File: src/rtl/useq_pkg.sv
// rtl/useq_pkg.sv - control-word field offsets, operation codes and flag indices for useq_ctrl
package useq_pkg;

    // Field positions are offsets below the control-word MSB so CTRL_W can grow the ALUop field.
    localparam int USRST_OFS = 1;
    localparam int PCINC_OFS = 2;
    localparam int ARENA_OFS = 3;
    localparam int JUMP_OFS  = 4;
    localparam int DBUS_OFS  = 7;
    localparam int LOAD_OFS  = 9;
    localparam int ALU_OFS   = 11;

    localparam int JUMP_W = 3;
    localparam int DBUS_W = 2;
    localparam int LOAD_W = 3;
    localparam int FLAG_W = 5;

    localparam logic [LOAD_W-1:0] LOAD_NONE = 3'd0;
    localparam logic [LOAD_W-1:0] LOAD_IR   = 3'd1;
    localparam logic [LOAD_W-1:0] LOAD_A    = 3'd2;
    localparam logic [LOAD_W-1:0] LOAD_B    = 3'd3;
    localparam logic [LOAD_W-1:0] LOAD_MEM  = 3'd4;
    localparam logic [LOAD_W-1:0] LOAD_AH   = 3'd5;
    localparam logic [LOAD_W-1:0] LOAD_AL   = 3'd6;
    localparam logic [LOAD_W-1:0] LOAD_IO   = 3'd7;

    localparam logic [DBUS_W-1:0] DBUS_MEM = 2'd0;
    localparam logic [DBUS_W-1:0] DBUS_ALU = 2'd1;

    localparam logic [JUMP_W-1:0] JMP_NEVER    = 3'd0;
    localparam logic [JUMP_W-1:0] JMP_CARRY    = 3'd1;
    localparam logic [JUMP_W-1:0] JMP_OVERFLOW = 3'd2;
    localparam logic [JUMP_W-1:0] JMP_ZERO     = 3'd3;
    localparam logic [JUMP_W-1:0] JMP_NEGATIVE = 3'd4;
    localparam logic [JUMP_W-1:0] JMP_DIVZERO  = 3'd5;
    localparam logic [JUMP_W-1:0] JMP_IO_READY = 3'd6;
    localparam logic [JUMP_W-1:0] JMP_ALWAYS   = 3'd7;

    // flags = {divzero, negative, zero, overflow, carry}
    localparam int FLAG_CARRY    = 0;
    localparam int FLAG_OVERFLOW = 1;
    localparam int FLAG_ZERO     = 2;
    localparam int FLAG_NEGATIVE = 3;
    localparam int FLAG_DIVZERO  = 4;

endpackage

File: src/rtl/useq_ctrl_if.sv
// rtl/useq_ctrl_if.sv - bus bundle between useq_ctrl and its ROM/ALU/memory/UART; mem_ready only with USEQ_WAIT_EN
interface useq_ctrl_if #(
    parameter int DATA_W  = 8,
    parameter int ADDR_W  = 16,
    parameter int USTEP_W = 4,
    parameter int CTRL_W  = 16
);
    logic [DATA_W-1:0]         databus;
    logic [CTRL_W-1:0]         ctrl_word;
    logic [4:0]                flags;
    logic                      io_ready;
`ifdef USEQ_WAIT_EN
    logic                      mem_ready;
`endif
    logic [DATA_W+USTEP_W-1:0] uaddr;
    logic [ADDR_W-1:0]         pc;
    logic [ADDR_W-1:0]         addressbus;
    logic                      mem_oe_n;
    logic                      alu_oe_n;
    logic                      mem_we_n;
    logic                      io_we_n;
    logic [CTRL_W-12:0]        aluop;

    modport master (
        input  databus, ctrl_word, flags, io_ready,
`ifdef USEQ_WAIT_EN
        input  mem_ready,
`endif
        output uaddr, pc, addressbus, mem_oe_n, alu_oe_n, mem_we_n, io_we_n, aluop
    );

    modport slave (
        output databus, ctrl_word, flags, io_ready,
`ifdef USEQ_WAIT_EN
        output mem_ready,
`endif
        input  uaddr, pc, addressbus, mem_oe_n, alu_oe_n, mem_we_n, io_we_n, aluop
    );
endinterface

File: src/rtl/useq_jump_mux.sv
// rtl/useq_jump_mux.sv - 8:1 jump-condition select {always, io_ready, flags, never} by JumpOp
module useq_jump_mux
    import useq_pkg::*;
(
    input  logic [JUMP_W-1:0] jump_op,
    input  logic [FLAG_W-1:0] flags,
    input  logic              io_ready,
    output logic              jump_taken
);
    always_comb begin
        jump_taken = 1'b0;
        case (jump_op)
            JMP_NEVER:    jump_taken = 1'b0;
            JMP_CARRY:    jump_taken = flags[FLAG_CARRY];
            JMP_OVERFLOW: jump_taken = flags[FLAG_OVERFLOW];
            JMP_ZERO:     jump_taken = flags[FLAG_ZERO];
            JMP_NEGATIVE: jump_taken = flags[FLAG_NEGATIVE];
            JMP_DIVZERO:  jump_taken = flags[FLAG_DIVZERO];
            JMP_IO_READY: jump_taken = io_ready;
            JMP_ALWAYS:   jump_taken = 1'b1;
            default:      jump_taken = 1'b0;
        endcase
    end
endmodule

File: src/rtl/useq_ctrl.sv
// rtl/useq_ctrl.sv - microcoded control unit: IR, microstep, PC, AH/AL and strobes; USEQ_WAIT_EN adds memory wait states
module useq_ctrl
    import useq_pkg::*;
#(
    parameter int DATA_W  = 8,
    parameter int ADDR_W  = 16,
    parameter int USTEP_W = 4,
    parameter int CTRL_W  = 16
) (
    input  logic        i_clk,
    input  logic        reset,
    useq_ctrl_if.master bus
);
    localparam int ALU_W = CTRL_W - ALU_OFS;

    logic              us_rst_n;
    logic              pc_incr;
    logic              ar_ena_n;
    logic [JUMP_W-1:0] jump_op;
    logic [DBUS_W-1:0] dbus_op;
    logic [LOAD_W-1:0] load_op;
    logic [ALU_W-1:0]  alu_field;

    logic [DATA_W-1:0]  ir;
    logic [DATA_W-1:0]  ah;
    logic [DATA_W-1:0]  al;
    logic [USTEP_W-1:0] ustep;
    logic [ADDR_W-1:0]  pc_q;
    logic [ADDR_W-1:0]  ar;

    logic jump_taken;
    logic mem_ready_int;
    logic mem_access;
    logic stall;

    assign us_rst_n  = bus.ctrl_word[CTRL_W-USRST_OFS];
    assign pc_incr   = bus.ctrl_word[CTRL_W-PCINC_OFS];
    assign ar_ena_n  = bus.ctrl_word[CTRL_W-ARENA_OFS];
    assign jump_op   = bus.ctrl_word[CTRL_W-JUMP_OFS -: JUMP_W];
    assign dbus_op   = bus.ctrl_word[CTRL_W-DBUS_OFS -: DBUS_W];
    assign load_op   = bus.ctrl_word[CTRL_W-LOAD_OFS -: LOAD_W];
    assign alu_field = bus.ctrl_word[ALU_W-1:0];

    assign ar = {ah, al};

`ifdef USEQ_WAIT_EN
    assign mem_ready_int = bus.mem_ready;
`else
    assign mem_ready_int = 1'b1;
`endif

    // A memory read or write without ready freezes all state; strobes stay asserted because ctrl_word is held.
    assign mem_access = (dbus_op == DBUS_MEM) || (load_op == LOAD_MEM);
    assign stall      = mem_access && !mem_ready_int;

    useq_jump_mux u_jump_mux (
        .jump_op    (jump_op),
        .flags      (bus.flags),
        .io_ready   (bus.io_ready),
        .jump_taken (jump_taken)
    );

    always_ff @(posedge i_clk) begin
        if (reset) begin
            ir    <= '0;
            ustep <= '0;
            ah    <= '0;
            al    <= '0;
            pc_q  <= '0;
        end else if (!stall) begin
            ustep <= us_rst_n ? ustep + USTEP_W'(1) : '0;

            case (load_op)
                LOAD_IR: ir <= bus.databus;
                LOAD_AH: ah <= bus.databus;
                LOAD_AL: al <= bus.databus;
                LOAD_NONE, LOAD_A, LOAD_B, LOAD_MEM, LOAD_IO: ;
                default: ;
            endcase

            // A taken jump suppresses the increment requested in the same word.
            if (jump_taken) begin
                pc_q <= ar;
            end else if (pc_incr) begin
                pc_q <= pc_q + ADDR_W'(1);
            end
        end
    end

    assign bus.uaddr      = {ir, ustep};
    assign bus.pc         = pc_q;
    assign bus.addressbus = ar_ena_n ? pc_q : ar;
    assign bus.mem_oe_n   = (dbus_op != DBUS_MEM);
    assign bus.alu_oe_n   = (dbus_op != DBUS_ALU);
    assign bus.mem_we_n   = (load_op != LOAD_MEM);
    assign bus.io_we_n    = (load_op != LOAD_IO);
    assign bus.aluop      = alu_field;

endmodule

File: src/flat_wrapper.sv
// flat-port wrapper written by rule: the top's interface ports become plain ports
module useq_ctrl_flat import useq_pkg::*;
#(
    parameter int DATA_W  = 8,
    parameter int ADDR_W  = 16,
    parameter int USTEP_W = 4,
    parameter int CTRL_W  = 16
)
  (i_clk, reset, bus_databus, bus_ctrl_word, bus_flags, bus_io_ready, bus_uaddr, bus_pc, bus_addressbus, bus_mem_oe_n, bus_alu_oe_n, bus_mem_we_n, bus_io_we_n, bus_aluop);
  useq_ctrl_if #(.DATA_W(DATA_W), .ADDR_W(ADDR_W), .USTEP_W(USTEP_W), .CTRL_W(CTRL_W)) bus_i ();
  input  logic i_clk;
  input  logic reset;
  input wire logic [$bits(bus_i.databus)-1:0] bus_databus;
  input wire logic [$bits(bus_i.ctrl_word)-1:0] bus_ctrl_word;
  input wire logic [$bits(bus_i.flags)-1:0] bus_flags;
  input wire logic [$bits(bus_i.io_ready)-1:0] bus_io_ready;
  output wire logic [$bits(bus_i.uaddr)-1:0] bus_uaddr;
  output wire logic [$bits(bus_i.pc)-1:0] bus_pc;
  output wire logic [$bits(bus_i.addressbus)-1:0] bus_addressbus;
  output wire logic [$bits(bus_i.mem_oe_n)-1:0] bus_mem_oe_n;
  output wire logic [$bits(bus_i.alu_oe_n)-1:0] bus_alu_oe_n;
  output wire logic [$bits(bus_i.mem_we_n)-1:0] bus_mem_we_n;
  output wire logic [$bits(bus_i.io_we_n)-1:0] bus_io_we_n;
  output wire logic [$bits(bus_i.aluop)-1:0] bus_aluop;
  assign bus_i.databus = bus_databus;
  assign bus_i.ctrl_word = bus_ctrl_word;
  assign bus_i.flags = bus_flags;
  assign bus_i.io_ready = bus_io_ready;
  assign bus_uaddr = bus_i.uaddr;
  assign bus_pc = bus_i.pc;
  assign bus_addressbus = bus_i.addressbus;
  assign bus_mem_oe_n = bus_i.mem_oe_n;
  assign bus_alu_oe_n = bus_i.alu_oe_n;
  assign bus_mem_we_n = bus_i.mem_we_n;
  assign bus_io_we_n = bus_i.io_we_n;
  assign bus_aluop = bus_i.aluop;
  useq_ctrl #(.DATA_W(DATA_W), .ADDR_W(ADDR_W), .USTEP_W(USTEP_W), .CTRL_W(CTRL_W)) u_core (.i_clk(i_clk), .reset(reset), .bus(bus_i));
endmodule
File: config.mk
export PLATFORM = sky130hd
export DESIGN_NAME = useq_ctrl_flat
export DESIGN_NICKNAME = d
export VERILOG_FILES = /design/src/rtl/useq_pkg.sv /design/src/rtl/useq_ctrl_if.sv /design/src/rtl/useq_jump_mux.sv /design/src/rtl/useq_ctrl.sv /design/src/flat_wrapper.sv
export SDC_FILE = /design/constraint.sdc
export NUM_CORES = 1
export LEC_CHECK = 0
export CAP_MARGIN = 15
export CORE_AREA = 2 2 73 75
export DETAILED_ROUTE_END_ITERATION = 6
export DIE_AREA = 0 0 75 77
export GPL_TIMING_DRIVEN = 0
export PLACE_DENSITY = 0.87
export SYNTH_ARGS = -nofsm -noshare
export SYNTH_HDL_FRONTEND = slang
export SYNTH_HIERARCHICAL = 1
export SYNTH_SLANG_ARGS = --single-unit
File: constraint.sdc
create_clock -name i_clk -period 3.42 [get_ports i_clk]
set_clock_uncertainty 0.2 [all_clocks]
set_input_delay 0.684 -clock i_clk [delete_from_list [all_inputs] [get_ports i_clk]]
set_output_delay 0.684 -clock i_clk [all_outputs]
set_load 0.01 [all_outputs]
==> results.ini, run 1 <==
[synthesis]
synthFlopType = dfxtp_1
avgSynthCellArea_um2 = 8.99
synth-xor-area-share_pct = 2.34
synth_compound_area_share_pct = 12.3
yosys_warnings = 6
synth_top_family_by_area = simple AND/OR/NAND/NOR gates
synthMuxAreaShare_pct = 18.2
ys_seq_area_share_pct = 39.2
syn_area_um2 = 2250
async_reset_ff_share_pct = 0
synth.net_count = 284
synth_adder_area_share_pct = 1.11
synth_seq_cells = 44
syn_inst = 250
yosysUniqueCellTypes = 38
synthSimpleGateAreaFrac_pct = 21.0
synth_edf_count = 0

[job]
max_cap_viol_count = 0

[cts]
clk_pin_slew_worst_paths_ps = 80
insertion_delay_ps = 290
cts.htree.levels = 2
post_cts_buffers = 0
cts_buffer_depth = 2
cts_buffers = 5
cts.sinks = 44
root_buffer = clkbuf_8
cts_tree = yes

[min_path]
hold_path.class = register to register

[timing]
fin_setup_tns_ps = 0
finalSetupViolCount = 0
fin_crit_sh_pct = 92.8
post-route-min-period_ps = 3170
hold_viol_final = 0
rsz0062_at_grt = no
hold_ws_ps = 277
fin_ws_ps = 247
worst_slew_margin_rel_pct = 61.8
tightest_slew_ps = 573
fmax_mhz = 315
maxSlewViolCount = 0

[cells_and_area]
seqCellArea_um2 = 881
multi_input_area_um2 = 1230
final_common_cell = clkdlybuf4s50_1
fillers = 418
num_antenna_cells = 0
layout-area-overhead-vs-synth_pct = 42.7
utilization_pct = 64.4
fin_nets = 368
drive_above_1_share_pct = 10.2
final_cell_mix = clkdlybuf4s50_1 (77), nor2_1 (45), dfxtp_1 (44)

[detailed_routing]
routed_wl_um = 6130
detail_route.iter0.violations = 335
antenna_left = 0
post_drt_wl_per_cell_um = 15.2
drtPass1Iterations = 7
vias = 2227
via_per_inst = 5.53
post-route-drc-count = 0

[pwr]
clkPwrFrac_pct = 31.2
seq_power_share_pct = 47.1
comb_power_share_pct = 21.7
powerDensity_nw_per_um2 = 379
p_leak_nw = 1.23
ir_drop_mv = 0.280
p_switching_uw = 319
internal-power_uw = 894
switching_share_pct = 26.3

[setup_path]
reg2reg_slack_ps = 1390
slowest_stage = clkdlybuf4s50_1
critPathMaxFanout = 10
setup.worst_path.end_class = output port
cp_slowest_stage_delay_ps = 470
critical-path-top-delay-family = buffers and inverters
crit_required_ps = 2540
arrival_ps = 2290
critPathBufInv = 3
crit_chain = clkbuf_1 > clkbuf_2 > mux2_2 > clkdlybuf4s50_1
cp-start-kind = input port
critPathKind = input port to output port

[global_route]
grt_max_degree = 13
grt_pass1_wl_um = 9790
grt_usage_pct = 21.7
met1_usage_pct = 29.0
use_met2_pct = 35.1
grt.overflow.total = 0
antenna_found_initial = 0
grtUsageMet3_pct = 4.99
grt_pass1_vias = 2019
busiest_layer = met2

[die]
pin_count = 85
initial_core_util_pct = 45.1
coreArea_um2 = 4980
fp.dieArea_um2 = 5780
dieWidth_um = 75
die_y_um = 77
rows = 26

[place]
pre_cts_slack_ps = 103
gp_congestion = 0.883
dpl.hpwl_um = 4560
port_buffers = 77

[run_status]
status = complete, no violations

-- stage by stage --
step                instance area, µm²  total power, mW  instances
CTS                               3200             1.22        403
finish                            3210             1.21        403
floorplan                         2250            0.706        250
global route                      3210             1.27        403
detailed placement                3110            0.844        397
global placement                  3110            0.835        397
-- routing by layer --
metal | routed length [µm] | vias to the layer above
li1 | - | 1059
met1 | 2590 | 1033
met2 | 2960 | 125
met3 | 512 | 10
met5 | 0 | -
met4 | 68 | 0
-- flip-flops by register name, indices dropped and copies added (netlist names) --
| signal | flops |
|---|---|
| u_core/bus.pc | 16 |
| u_core/ah | 8 |
| u_core/al | 8 |
| u_core/ir | 8 |
| u_core/ustep | 4 |
-- worst paths after layout --
path / startpoint / endpoint / cells after the start
worst min register to register: u_core/ustep[0] / u_core/ustep[0] / 1
worst max-delay path: bus_ctrl_word[13] / bus_addressbus[14] / 4
worst min-delay path: u_core/ustep[0] / u_core/ustep[0] / 1
worst max register to register: u_core/bus.pc[0] / u_core/bus.pc[12] / 4
-- final cells by class --
class	count	share of cell area [%]
inverters	6	0.703
repair buffers	77	24.0
plain buffers	22	3.43
multi-input cells	178	38.5
clock buffers	5	2.15
clock inverters	1	0.937
well taps	70	2.73
flip-flops and latches	44	27.5
-- synth_stat cells (all sizes together), types with 3 or more instances --
cell,n,area share (%)
nor2,45,7.5
inv,5,0.84
clkbuf,11,1.8
nand3,7,1.6
a21oi,5,1.1
o31a,4,1.6
dfxtp,44,39
nand4,7,2.6
mux2i,24,11
nand2,13,2.2
a2111oi,5,2.2
o41a,5,2.5
o21ai,5,1.1
nand2b,3,0.84
nor4,7,1.9
buf,11,3.0
a311oi,3,1.2
xor2,5,1.9
nor2b,5,1.4
mux2,15,7.5
-- logic make-up after synthesis --
logic type,after synthesis
XOR/XNOR,6
adder cells (fa/ha/maj),2
flip-flops,44
AO/OA/AOI/OAI,35
buffers and inverters,28
multiplexers,39
AND/OR/NAND/NOR,96
-- power by group through the flow --
stage	Combinational [mW]	Clock [mW]	Sequential (mW)
2_1_floorplan	0.122	0	0.584
3_3_place_gp	0.254	0	0.581
3_5_place_dp	0.261	0	0.583
4_1_cts	0.262	0.382	0.571
5_1_grt	0.283	0.408	0.576
6_report	0.263	0.379	0.572
-- what timing repair did --
item                                    4_1_cts  5_1_grt
endpoints found under the setup margin        0        1
hold buffers                                  0        0
gates resized for setup                       0        2
(Power assumes the default switching activity.)
==> run 2, diff against run 1 <==
Settings changed: HOLD_SLACK_MARGIN set to 0.02.
==> results of run 2 <==
The final DEF is identical to that of run 1; final timing and power are the same.
